$ cat src/rtl/stream_reduce_sum.sv
// Terminal stream reduction: sums data elements until EOS, then emits the sum
// followed by an EOS token on the output stream.
module stream_reduce_sum #(
    parameter int unsigned           DATA_WIDTH = 64,
    parameter int unsigned           CNT_WIDTH  = 32,
    parameter logic [DATA_WIDTH-1:0] INIT       = '0
) (
    input  logic                  clock,
    input  logic                  reset,
    input  logic                  in0_valid,
    output logic                  in0_ready,
    input  logic [DATA_WIDTH-1:0] in0_data_field0,
    input  logic                  in0_data_field1,
    output logic                  out0_valid,
    input  logic                  out0_ready,
    output logic [DATA_WIDTH-1:0] out0_data_field0,
    output logic                  out0_data_field1,
    output logic [CNT_WIDTH-1:0]  elem_count
);

    typedef enum logic [1:0] {
        ACCUM    = 2'd0,
        EMIT_SUM = 2'd1,
        EMIT_EOS = 2'd2
    } state_t;

    localparam logic [CNT_WIDTH-1:0] CNT_ONE = 1;

    state_t                state;
    state_t                state_next;
    logic [DATA_WIDTH-1:0] acc;
    logic                  live;
    logic                  in_fire;
    logic                  out_fire;

    assign in_fire  = in0_valid && in0_ready;
    assign out_fire = out0_valid && out0_ready;

    always_ff @(posedge clock or negedge reset) begin
        if (!reset) begin
            state <= ACCUM;
        end else begin
            state <= state_next;
        end
    end

    always_comb begin
        state_next = state;
        case (state)
            ACCUM:    if (in_fire && in0_data_field1) state_next = EMIT_SUM;
            EMIT_SUM: if (out_fire) state_next = EMIT_EOS;
            EMIT_EOS: if (out_fire) state_next = ACCUM;
            default:  state_next = ACCUM;
        endcase
    end

    // live holds in0_ready low while reset is asserted without a comb path from reset
    always_comb begin
        in0_ready        = 1'b0;
        out0_valid       = 1'b0;
        out0_data_field0 = '0;
        out0_data_field1 = 1'b0;
        case (state)
            ACCUM: in0_ready = live;
            EMIT_SUM: begin
                out0_valid       = 1'b1;
                out0_data_field0 = acc;
            end
            EMIT_EOS: begin
                out0_valid       = 1'b1;
                out0_data_field1 = 1'b1;
            end
            default: ;
        endcase
    end

    always_ff @(posedge clock or negedge reset) begin
        if (!reset) begin
            live       <= 1'b0;
            acc        <= INIT;
            elem_count <= '0;
        end else begin
            live <= 1'b1;
            if (state == ACCUM && in_fire && !in0_data_field1) begin
                acc <= acc + in0_data_field0;
                if (elem_count != '1) elem_count <= elem_count + CNT_ONE;
            end
            if (state == EMIT_EOS && out_fire) begin
                acc        <= INIT;
                elem_count <= '0;
            end
        end
    end

endmodule

$ cat config.mk
export PLATFORM = sky130hd
export DESIGN_NAME = stream_reduce_sum
export DESIGN_NICKNAME = d
export VERILOG_FILES = /design/src/rtl/stream_reduce_sum.sv
export SDC_FILE = /design/constraint.sdc
export NUM_CORES = 1
export LEC_CHECK = 0
export BUFFER_PORTS_ARGS = -buffer_cell sky130_fd_sc_hd__buf_2
export CAP_MARGIN = 20
export CELL_PAD_IN_SITES_DETAIL_PLACEMENT = 0
export CELL_PAD_IN_SITES_GLOBAL_PLACEMENT = 1
export CORE_UTILIZATION = 42
export CTS_BUF_LIST = sky130_fd_sc_hd__clkbuf_4
export DETAILED_ROUTE_END_ITERATION = 6
export GPL_TIMING_DRIVEN = 0
export PLACE_DENSITY = 0.9
export SYNTH_ARGS = -nofsm -noshare
export SYNTH_HDL_FRONTEND = slang
export SYNTH_SLANG_ARGS = --single-unit
$ cat constraint.sdc
create_clock -name clock -period 3.5 [get_ports clock]
set_input_delay 0.35 -clock clock [delete_from_list [all_inputs] [get_ports clock]]
set_output_delay 0.35 -clock clock [all_outputs]
set_load 0.02 [all_outputs]
==> flow_summary.json, run 1 <==
{
  "hold_class": "input port to register",
  "syn_to_final_growth_pct": 16.3,
  "syn_nets": 1252,
  "grt_overflow": 0,
  "synth_compound_area_share_pct": 23.5,
  "start_util_pct": 42.8,
  "p_clk_share_pct": 9.4,
  "port_buffers": 167,
  "cts_tree": "built",
  "timing.final.crit_share_pct": 97.5,
  "timing.slew.headroom_pct": 49.2,
  "status": "finished clean",
  "totalPowerFinal_mw": 7.76,
  "pwr-share-comb_pct": 67.0,
  "grt_pass1_wl_um": 42300,
  "startpoint_type": "register",
  "r2r_start": "acc[34]$_DFFE_PN0P_",
  "fin_skew_ns": 0.0130,
  "ctsHtreeMaxLevel": 3,
  "drive_above_1_share_pct": 17.3,
  "max-vdd-ir-drop_mv": 0.343,
  "fmax_mhz": 293,
  "synthArstFlopShare_pct": 100,
  "swShare_pct": 52.2,
  "synthXorXnorAreaFrac_pct": 7.30,
  "synth-simple-area-share_pct": 26.0,
  "fp.dieH_um": 145,
  "clk_path_buf_depth": 2,
  "worstPathCellList": "ha_1, clkbuf_2, a21oi_1, nand3_1, a2111oi_0, o22ai_1, nor3_4, o31ai_2, buf_2, a31oi_1, xor2_1, o21ai_0",
  "coreArea_um2": 20200,
  "avgSynthCellArea_um2": 7.76,
  "wirelength_um": 26000,
  "critPathBufInv": 2,
  "worst_pin_slew_ns": 0.762,
  "numCtsBuffers": 9,
  "slowest_stage": "a2111oi_0",
  "clock-root-buffer": "clkbuf_4",
  "drc": 0,
  "synth.cell_area_um2": 8640,
  "antenna_left": 0,
  "finalHoldViolations": 0,
  "worstPathMaxFanout": 10,
  "required_ns": 3.90,
  "regArea_um2": 2480,
  "num_rows": 52,
  "p_seq_share_pct": 23.6,
  "grt_pass1_vias": 8196,
  "synth_cell_types": 72,
  "power.internal_mw": 3.71,
  "first_pass_iters": 5,
  "fill_cells": 2037,
  "vias": 8697,
  "critPathLaunch": "acc[34]$_DFFE_PN0P_",
  "final-max-slew-violation-count": 0,
  "synthAdderAreaFrac_pct": 10.2,
  "slowest_delay_ns": 0.59,
  "dieWidth_um": 145,
  "placed_cells": 1551,
  "path_class": "register to register",
  "fin_crit_ns": 3.41,
  "cp.arrival_ns": 3.81,
  "p_leak_nw": 4.80,
  "yosysSeqAreaShare_pct": 28.7,
  "antenna_found_initial": 1,
  "multi_input_comb_area_um2": 5860,
  "power_density_nw_per_um2": 772,
  "crit_family": "compound AO/OA/AOI/OAI gates",
  "routedWlPerCell_um": 16.6,
  "die_area_um2": 21200,
  "clkLatencyLatePin_ns": 0.52,
  "grt_usage_pct": 24.8,
  "rsz0062_at_grt": "no",
  "clkSinkCount": 99,
  "stdcell_count": 1569,
  "clk_pin_slew_worst_paths_ns": 0.18,
  "grt_max_degree": 54,
  "setup_viol": 0,
  "drv_cap": 0,
  "io_pins": 168,
  "gp_congestion": 0.960,
  "first_iter_violations": 494,
  "ys_warn_count": 0,
  "vias_per_cell": 5.54,
  "power.switching_mw": 4.05,
  "nNetsFinal": 1431,
  "worstSetupEndpointType": "register",
  "synth_top_family_by_area": "simple AND/OR/NAND/NOR gates",
  "min_from": "in0_data_field0[0]",
  "ys_ff_latch": 99,
  "netlist_instances": 1113,
  "synth_flop_cell": "dfrtp_1",
  "hpwl_um": 20200,
  "synth_edf_count": 0,
  "synth.area.mux_share_pct": 0.463
}
## cells by family after synthesis
kind of cell,Yosys count
simple gates,465
compound gates,320
flops,99
buf+inv,82
xor+xnor,72
fa+ha+maj,70
mux,4
other cells,1
## power by group through the flow
stage | clock [mW] | sequential, mW | combinational [mW]
2_1_floorplan | 0 | 1.76 | 3.85
3_3_place_gp | 0 | 1.85 | 5.04
3_5_place_dp | 0 | 1.86 | 5.09
4_1_cts | 0.741 | 1.83 | 5.14
5_1_grt | 0.778 | 1.89 | 5.78
6_report | 0.730 | 1.83 | 5.20
## repair_timing
item / in CTS / in global routing
resized for setup: 2 / 5
cloned: 0 / 0
pin swaps: 0 / 3
endpoints found under the hold margin: 52 / 0
hold buffers: 1 / 0
setup buffers: 0 / 1
setup endpoints to repair: 5 / 13
## per-stage QoR
| stage | hold slack [ns] | TNS, ns | util (%) | setup WS [ns] | instance area, um^2 |
|---|---|---|---|---|---|
| after floorplan | 0.0544 | 0 | - | 0.612 | 8640 |
| after global placement | 0.491 | -0.821 | 48.7 | -0.241 | 9810 |
| after detailed placement | 0.465 | -0.909 | 48.8 | -0.262 | 9840 |
| after CTS | 0.245 | 0 | 49.7 | 0.0307 | 10000 |
| after global routing | 0.250 | 0 | 49.8 | 0.00879 | 10000 |
| final | 0.261 | 0 | 49.8 | 0.0872 | 10000 |
## area by class of cell
type / instances / share of cell area, %
multi-input combinational: 932 / 58.4
sequential: 99 / 24.7
timing repair buffer: 170 / 8.79
tap: 270 / 3.36
buffer: 61 / 2.48
clock inverter: 7 / 0.921
inverter: 19 / 0.710
clock buffer: 9 / 0.672
antenna: 2 / 0.0498
## cells in the mapped netlist (9+ instances only)
cell type / instances / area, um^2
a21o_1: 27 / 203
dfrtp_1: 99 / 2480
xnor2_1: 32 / 280
a21oi_1: 122 / 611
and3_1: 10 / 62.6
o21ai_0: 60 / 300
nand2b_1: 10 / 62.6
nand3_1: 32 / 160
o211ai_1: 9 / 67.6
and2_1: 71 / 444
nor3_1: 20 / 100
o21bai_1: 9 / 67.6
a31oi_1: 18 / 113
inv_1: 19 / 71.3
xor2_1: 40 / 350
nor2_1: 91 / 342
nand2_1: 168 / 631
a211oi_1: 12 / 90.1
clkbuf_1: 43 / 161
nand4_1: 30 / 188
ha_1: 69 / 863
buf_2: 12 / 60.1
## final timing paths
check,endpoint,slack (ns),cells after the start
min in group asynchronous,acc[26]$_DFFE_PN0P_,0.41,2
hold reg to reg,acc[61]$_DFFE_PN0P_,0.54,2
hold / removal,acc[0]$_DFFE_PN0P_,0.26,4
setup / recovery,acc[59]$_DFFE_PN0P_,0.09,12
setup reg to reg,acc[59]$_DFFE_PN0P_,0.09,12
max in group asynchronous,live$_DFF_PN0_,2.39,3
## registers in the layout, indices dropped and copies added (netlist names)
register,flops
acc,64
elem_count,32
state,2
live,1
## layout by cell type, fill, tap and decap left out, types with 30 or more instances in the layout
cell type / count
nor2_1: 91
dfrtp_1: 99
nand2_1: 168
xor2_1: 40
o21ai_0: 59
ha_1: 69
nand3_1: 32
xnor2_1: 32
a21oi_1: 121
clkbuf_1: 41
buf_2: 178
nand4_1: 30
and2_1: 71
## tightest hold or removal path, delay by kind of cell
| family | cells | cell delay, ns |
|---|---|---|
| adders and majority gates | 1 | 0.13 |
| and+or+nand+nor | 1 | 0.04 |
| AOI/OAI and AO/OA | 1 | 0.11 |
| buffers and inverters | 1 | 0.11 |
## per-layer routing
layer,vias to the layer above,global-route usage (%),routed length (um)
met5,-,0,0
li1,4318,-,-
met1,4082,34.3,12200
met3,35,3.48,1470
met2,262,39.8,11700
met4,0,8.47,648
No activity file was read; power rests on OpenSTA's default activity.
==> run 2, diff against run 1 <==
SETUP_SLACK_MARGIN = 0.1   (was unset)
TNS_END_PERCENT = 1   (was unset)
==> run 2 against run 1 <==
Effect of this change: total power rose by 0.19%; largest cell class unchanged; highest routed layer unchanged; die area did not move; utilization rose by 0.081 points; largest power group unchanged; via count fell by 0.33%.
==> flow_summary.json, run 2 (same netlist as run 1, synthesis figures left out) <==
{
  "fin_skew_ns": 0.0132,
  "timing.final.crit_share_pct": 96.2,
  "setup_viol": 0,
  "wl_met2_um": 11600,
  "start_util_pct": 42.8,
  "clk_path_buf_depth": 2,
  "first_pass_iters": 5,
  "hpwl_um": 20200,
  "drv_cap": 0,
  "power_density_nw_per_um2": 772,
  "multi_input_comb_area_um2": 5870,
  "antenna_left": 0,
  "worstSetupEndpointType": "register",
  "grt_max_degree": 54,
  "top_regs": "acc (64), elem_count (32), state (2)",
  "antenna_found_initial": 1,
  "path_class": "register to register",
  "coreArea_um2": 20200,
  "drive_above_1_share_pct": 17.4,
  "top_register": "acc",
  "gp_congestion": 0.960,
  "num_rows": 52,
  "grt_pass1_wl_um": 42400,
  "hold_class": "input port to register",
  "final.setup.tns_ns": 0,
  "worstPathMaxFanout": 10,
  "drc": 0,
  "fp.dieH_um": 145,
  "utilization_pct": 49.9,
  "timing.slew.headroom_pct": 50.3,
  "final-max-slew-violation-count": 0,
  "grt_usage_pct": 24.9,
  "fill_cells": 2037,
  "status": "finished clean",
  "fmax_mhz": 297,
  "r2r-end": "acc[59]$_DFFE_PN0P_",
  "syn_to_final_growth_pct": 16.5,
  "wl_met1_um": 12200,
  "worst_pin_slew_ns": 0.746,
  "clkLatencyLatePin_ns": 0.51,
  "nNetsFinal": 1433,
  "numCtsBuffers": 9,
  "required_ns": 3.89,
  "finalHoldViolations": 0,
  "wl_met3_um": 1520,
  "final_cell_mix": "178 x buf_2, 168 x nand2_1, 121 x a21oi_1, 99 x dfrtp_1, 91 x nor2_1",
  "fin_crit_ns": 3.37,
  "vias_per_cell": 5.52,
  "vias": 8668,
  "largest_reg_flops": 64,
  "rsz0062_at_grt": "yes",
  "port_buffers": 167,
  "cp-endpoint": "acc[59]$_DFFE_PN0P_",
  "p_leak_nw": 4.81,
  "wirelength_um": 26100,
  "layout_commonest_cell": "buf_2",
  "routedWlPerCell_um": 16.6,
  "cts_tree": "built",
  "clkSinkCount": 99,
  "first_iter_violations": 488,
  "grt_overflow": 0,
  "clk_pin_slew_worst_paths_ns": 0.18,
  "cp.arrival_ns": 3.76,
  "ctsHtreeMaxLevel": 3,
  "grt_pass1_vias": 8209,
  "reg2reg_slack_ns": 0.13,
  "startpoint_type": "register",
  "regArea_um2": 2480,
  "max-vdd-ir-drop_mv": 0.344,
  "clock-root-buffer": "clkbuf_4",
  "reg2reg_depth": 12,
  "top_layer": "met4",
  "dieWidth_um": 145,
  "critPathLaunch": "acc[34]$_DFFE_PN0P_",
  "io_pins": 168,
  "die_area_um2": 21200,
  "r2r_start": "acc[34]$_DFFE_PN0P_"
}
run 2: cell count changes in the layout (fill, tap and decap cells not counted), sizes merged:
cell    before  now
clkbuf      54   56
run 2: layout make-up:
type                    count  area share [%]
diodes                      2          0.0497
multi-input cells         932            58.3
plain buffers              63            2.56
well taps                 270            3.36
repair buffers            170            8.78
clock inverters             7           0.920
flip-flops and latches     99            24.6
clock buffers               9           0.671
inverters                  19           0.709
run 2: through the flow:
stage | hold WS (ns) | setup WS, ns | instances | area [um^2] | total power, mW
floorplan | 0.0544 | 0.612 | 1113 | 8640 | 5.61
global placement | 0.491 | -0.241 | 1550 | 9810 | 6.89
detailed placement | 0.465 | -0.262 | 1551 | 9840 | 6.95
CTS | 0.245 | 0.0907 | 1569 | 10000 | 7.73
global route | 0.250 | -0.00482 | 1571 | 10100 | 8.46
finish | 0.272 | 0.134 | 1571 | 10100 | 7.77
run 2: timing repair:
| item | in CTS | in global routing |
|---|---|---|
| setup buffers | 1 | 0 |
| hold buffers | 1 | 0 |
| setup endpoints to repair | 8 | 16 |
| hold endpoints to repair | 52 | 0 |
| pin swaps | 1 | 3 |
| gates resized for setup | 2 | 8 |
run 2: report_power, final:
part           internal, mW  total (mW)  switching [mW]
Combinational          1.96        5.21            3.25
Clock                 0.236       0.725           0.488
Sequential             1.51        1.83           0.324
Total                  3.71        7.77            4.06
run 2: how the worst min path moves through the flow:
stage                                   start              endpoint  slack [ns]  cells past startpoint
after detailed placement                reset   acc[26]$_DFFE_PN0P_        0.46                      1
after global routing       in0_data_field0[0]    acc[0]$_DFFE_PN0P_        0.25                      4
after global placement    acc[52]$_DFFE_PN0P_   acc[52]$_DFFE_PN0P_        0.49                      2
final                      in0_data_field0[0]    acc[0]$_DFFE_PN0P_        0.27                      4
after CTS                     in0_data_field1  state[0]$_DFFE_PN0P_        0.25                      5
after floorplan                         reset    acc[0]$_DFFE_PN0P_        0.05                      0
run 2: worst max-delay path, cell delays in order, from the launching register on:
cell and delay (ns):
dfrtp_1 0.46, ha_1 0.28, clkbuf_2 0.16, a21oi_1 0.17
nand3_1 0.15, a2111oi_0 0.55, o22ai_1 0.23, nor3_4 0.39
o31ai_2 0.12, buf_2 0.21, a31oi_1 0.25, xor2_1 0.18
o21ai_0 0.09
run 2: metal layers:
metal | vias up | track usage, %
li1 | 4322 | -
met1 | 4049 | 34.3
met2 | 256 | 39.8
met3 | 41 | 3.48
met4 | 0 | 8.84
met5 | - | 0
